===== config.mk =====
export PLATFORM = sky130hd
export DESIGN_NAME = mem_loader
export DESIGN_NICKNAME = d
export VERILOG_FILES = /design/src/rtl/mem_loader.sv
export SDC_FILE = /design/constraint.sdc
export NUM_CORES = 1
export LEC_CHECK = 0
export ABC_AREA = 0
export BUFFER_PORTS_ARGS = -buffer_cell sky130_fd_sc_hd__buf_2
export CELL_PAD_IN_SITES_DETAIL_PLACEMENT = 0
export CELL_PAD_IN_SITES_GLOBAL_PLACEMENT = 1
export CORE_MARGIN = 2
export CORE_UTILIZATION = 54
export DETAILED_ROUTE_END_ITERATION = 8
export MAX_ROUTING_LAYER = met4
export PLACE_DENSITY = 0.82
export SLEW_MARGIN = 10
export SYNTH_ARGS = -nofsm -noshare
export SYNTH_HDL_FRONTEND = slang
export SYNTH_SLANG_ARGS = --single-unit

===== constraint.sdc =====
create_clock -name clk -period 4.8 [get_ports clk]
set_input_delay 0.96 -clock clk [delete_from_list [all_inputs] [get_ports clk]]
set_output_delay 0.96 -clock clk [all_outputs]
set_load 0.01 [all_outputs]

===== src/rtl/mem_loader.sv =====
// rtl/mem_loader.sv - host byte loader feeding a 16-word CPU memory; MEM_LOADER_WPROTECT_EN guards the loaded image
// The CPU is held in reset while the host streams the program; afterwards the CPU owns the memory.
module mem_loader #(
  parameter int DATA_W = 8,
  parameter int ADDR_W = 4
) (
  input  logic              clk,
  input  logic              clr,
  input  logic              load_valid,
  input  logic [DATA_W-1:0] load_data,
  input  logic              load_last,
  output logic              load_ready,
  output logic              cpu_clr,
  input  logic              read,
  input  logic              write,
  input  logic [ADDR_W-1:0] address,
  input  logic [DATA_W-1:0] memoryIn,
  output logic [DATA_W-1:0] memoryOut,
  output logic [ADDR_W:0]   prog_len,
  output logic              wp_err
);

  localparam int DEPTH = 2 ** ADDR_W;

  typedef enum logic {LOAD, RUN} state_t;

  state_t            state_q;
  logic [ADDR_W-1:0] ptr_q, ptr_d;
  logic [ADDR_W:0]   prog_len_q, prog_len_d;
  logic              load_ready_q;
  logic              cpu_clr_q;
  logic              wp_err_q;
  logic [DATA_W-1:0] mem_q [DEPTH];

  logic accept;
  logic last_beat;
  logic wp_hit;
  logic unused_read;

  // The read strobe carries no meaning here: reads are combinational.
  assign unused_read = read;

  assign accept     = (state_q == LOAD) && load_valid;
  assign last_beat  = load_last || (&ptr_q);
  assign ptr_d      = ptr_q + 1'b1;
  assign prog_len_d = prog_len_q + 1'b1;

`ifdef MEM_LOADER_WPROTECT_EN
  assign wp_hit = ({1'b0, address} < prog_len_q);
`else
  assign wp_hit = 1'b0;
`endif

  always_ff @(posedge clk) begin
    if (clr) begin
      state_q      <= LOAD;
      ptr_q        <= '0;
      prog_len_q   <= '0;
      load_ready_q <= 1'b1;
      cpu_clr_q    <= 1'b1;
      wp_err_q     <= 1'b0;
      for (int i = 0; i < DEPTH; i++) begin
        mem_q[i] <= '0;
      end
    end else begin
      wp_err_q <= 1'b0;
      case (state_q)
        LOAD: begin
          if (accept) begin
            mem_q[ptr_q] <= load_data;
            ptr_q        <= ptr_d;
            prog_len_q   <= prog_len_d;
            // Leaving LOAD is one-way; a full memory ends loading even without load_last.
            if (last_beat) begin
              state_q      <= RUN;
              load_ready_q <= 1'b0;
              cpu_clr_q    <= 1'b0;
            end
          end
        end
        RUN: begin
          if (write) begin
            if (wp_hit) begin
              wp_err_q <= 1'b1;
            end else begin
              mem_q[address] <= memoryIn;
            end
          end
        end
        default: state_q <= LOAD;
      endcase
    end
  end

  always_comb begin
    memoryOut = '0;
    if (state_q == RUN) begin
      memoryOut = mem_q[address];
    end
  end

  assign load_ready = load_ready_q;
  assign cpu_clr    = cpu_clr_q;
  assign prog_len   = prog_len_q;
  assign wp_err     = wp_err_q;

endmodule


==> results_dict.tcl <==
set metrics [dict create \
    final-instance-count-excl-fill 704 \
    hold_class "flop to flop" \
    rsz0062_at_grt "no" \
    switching_power_uw 648 \
    area_growth_pct 14.0 \
    fp.dieH_um 114 \
    dpl_cell_area_um2 6830 \
    critical_path_arrival_ns 2.92 \
    synth-async-reset-ratio 0 \
    diodes 0 \
    leakagePower_uw 0.00300 \
    drc 0 \
    ctsHoldBuffers 0 \
    ys_seq_area_frac 0.622 \
    start_util 0.549 \
    setup_viol 0 \
    power_frac_comb 0.079 \
    synthCells 504 \
    internal_power_uw 2300 \
    fp.dieArea_um2 13000 \
    dp.cells 672 \
    drv_cap 0 \
    ys_seq_elements 139 \
    grt_pass1_vias 3937 \
    cts_tree "yes" \
    fin_skew_ns 0.00574 \
    yosys-top-cells-area "edfxtp_1, mux2i_1, nor2_1" \
    fmax_mhz 258 \
    antenna_found_initial 0 \
    ant_nets 0 \
    via_count 4153 \
    cts_sinks 139 \
    yosys.cell_types.count 38 \
    ys.flop_type "edfxtp_1" \
    required_ns 3.84 \
    drt-total-wl_um 14700 \
    cts_buffers 17 \
    coreArea_um2 11900 \
    grt_overflow_total 0 \
    drv_slew 0 \
    seq_power_share 0.471 \
    p_per_area_nw_per_um2 395 \
    status "completed" \
    clock_latency_ns 0.42 \
    portBuffers 39 \
    final_cell_mix "nor2_1, edfxtp_1, mux2i_1" \
    min_period_ns 3.88 \
    first_pass_iters 5 \
    grt_pass1_wl_um 22400 \
    layout-drive-gt1-share 0.206 \
    synth_edf_count 128 \
    clk_pin_slew_worst_paths_ns 0.06 \
    hold_violations 0 \
    stdcell_area_um2 7460 \
    fin_crit_sh 0.808 \
    finalPower_uw 2950 \
    place.gp.congestion 0.811 \
    start_kind "input pin" \
    cts_resized 0 \
    slew-limit-headroom 0.317 \
    layout_commonest_cell "nor2_1" \
    nets 572 \
    root_buffer "clkbuf_16" \
    p_clk_frac 0.450 \
    boundaryPins 42 \
    crit_fanout 57 \
    viasPerCell 5.90 \
    ys_warn_count 0 \
    syn_nets 532 \
    path_class "input pin to output pin" \
    synth_top_area_frac 0.588 \
    fp-row-count 40 \
    rrSetupSlack_ns 2.04 \
    post_cts_buffers 0 \
    wl_per_cell_um 20.8 \
    netSwitchingFraction 0.220 \
    tightest_slew_ns 1.02 \
    fillers 879 \
    vdd_drop_max_v 0.000259 \
    cp-end-kind "output pin" \
    setup_slack_ns 0.920 \
    die-width_um 114 \
    pre_cts_slack_ns 0.924 \
    synth_area_per_cell_um2 13.0 \
    grtUsageTotal 0.247 \
    cts_htree_levels 4 \
    yosys.area.top_type "edfxtp_1" \
    netlist_area_um2 6540 \
    clock_path_buffers 2 \
    grt_max_degree 58 \
    dp_hpwl_um 9280 \
    first_iter_violations 492 \
    fin_tns_setup_ns 0 \
]
-- cell families after synthesis --
| kind of cell | share of synthesized area |
|---|---|
| flops | 0.622 |
| xor+xnor | 0.00804 |
| fa+ha+maj | 0.00383 |
| mux | 0.135 |
| other cells | 0.000574 |
| compound gates | 0.0434 |
| buf+inv | 0.0283 |
| simple gates | 0.160 |
-- power groups by stage --
stage          Clock, uW  Combinational [uW]  Sequential [uW]
3_3_place_gp           0                 228             1410
5_1_grt             1390                 251             1390
6_report            1320                 233             1390
4_1_cts             1330                 233             1390
2_1_floorplan          0                 160             1410
3_5_place_dp           0                 231             1410
-- cell type report --
cell class | instances | area, um2 | share of cell area
sequential | 139 | 4060 | 0.545
multi-input combinational | 334 | 2290 | 0.307
clock buffer | 25 | 583 | 0.0782
timing repair buffer | 51 | 288 | 0.0386
tap | 147 | 184 | 0.0247
clock inverter | 7 | 43.8 | 0.00587
inverter | 1 | 3.75 | 0.000503
-- stage by stage --
step                      hold slack (ns)   util
final                               0.477  0.626
after global routing                0.489  0.626
after CTS                           0.479  0.626
after detailed placement            0.461  0.573
after global placement              0.448  0.573
after floorplan                     0.489      -
-- state kept, by name (all words and copies together), names as in the netlist --
signal / count
load_ready: 1
prog_len: 5
ptr_q: 4
mem_q: 128
state_q: 1
-- worst max-delay path, stage by stage --
cell and delay, ns:
buf_4 0.75, mux4_2 0.63, nand2b_1 0.19, nand3_1 0.10
o21ai_0 0.08, buf_2 0.16
-- Yosys cell counts, types with 4 or more instances --
cell type,number
buf_2,10
nand4_2,13
o21ai_0,6
mux4_2,9
xor2_1,5
nand3_1,8
clkbuf_1,8
nand2_1,14
nand4_1,4
dfxtp_1,11
a21oi_1,5
a22oi_1,20
nor2b_1,4
nand2b_1,22
edfxtp_1,128
nor2_1,138
mux2i_1,57
buf_4,9
nand3b_1,4
-- worst paths after layout --
path,cells past startpoint,start,end
hold / removal,1,load_ready,load_ready
setup / recovery,6,address[0],memoryOut[4]
setup reg to reg,4,state_q,mem_q[8][0]
hold reg to reg,1,load_ready,load_ready
-- routing by layer --
| metal | GRT usage | wire [um] | share of wire | vias to the layer above |
|---|---|---|---|---|
| met1 | 0.328 | 6150 | 0.42 | 2029 |
| met4 | 0.0894 | 260 | 0.018 | 0 |
| met5 | - | 0 | 0 | - |
| met2 | 0.376 | 7060 | 0.48 | 185 |
| met3 | 0.0574 | 1180 | 0.081 | 20 |
| li1 | - | - | - | 1919 |
(Power assumes the default switching activity.)
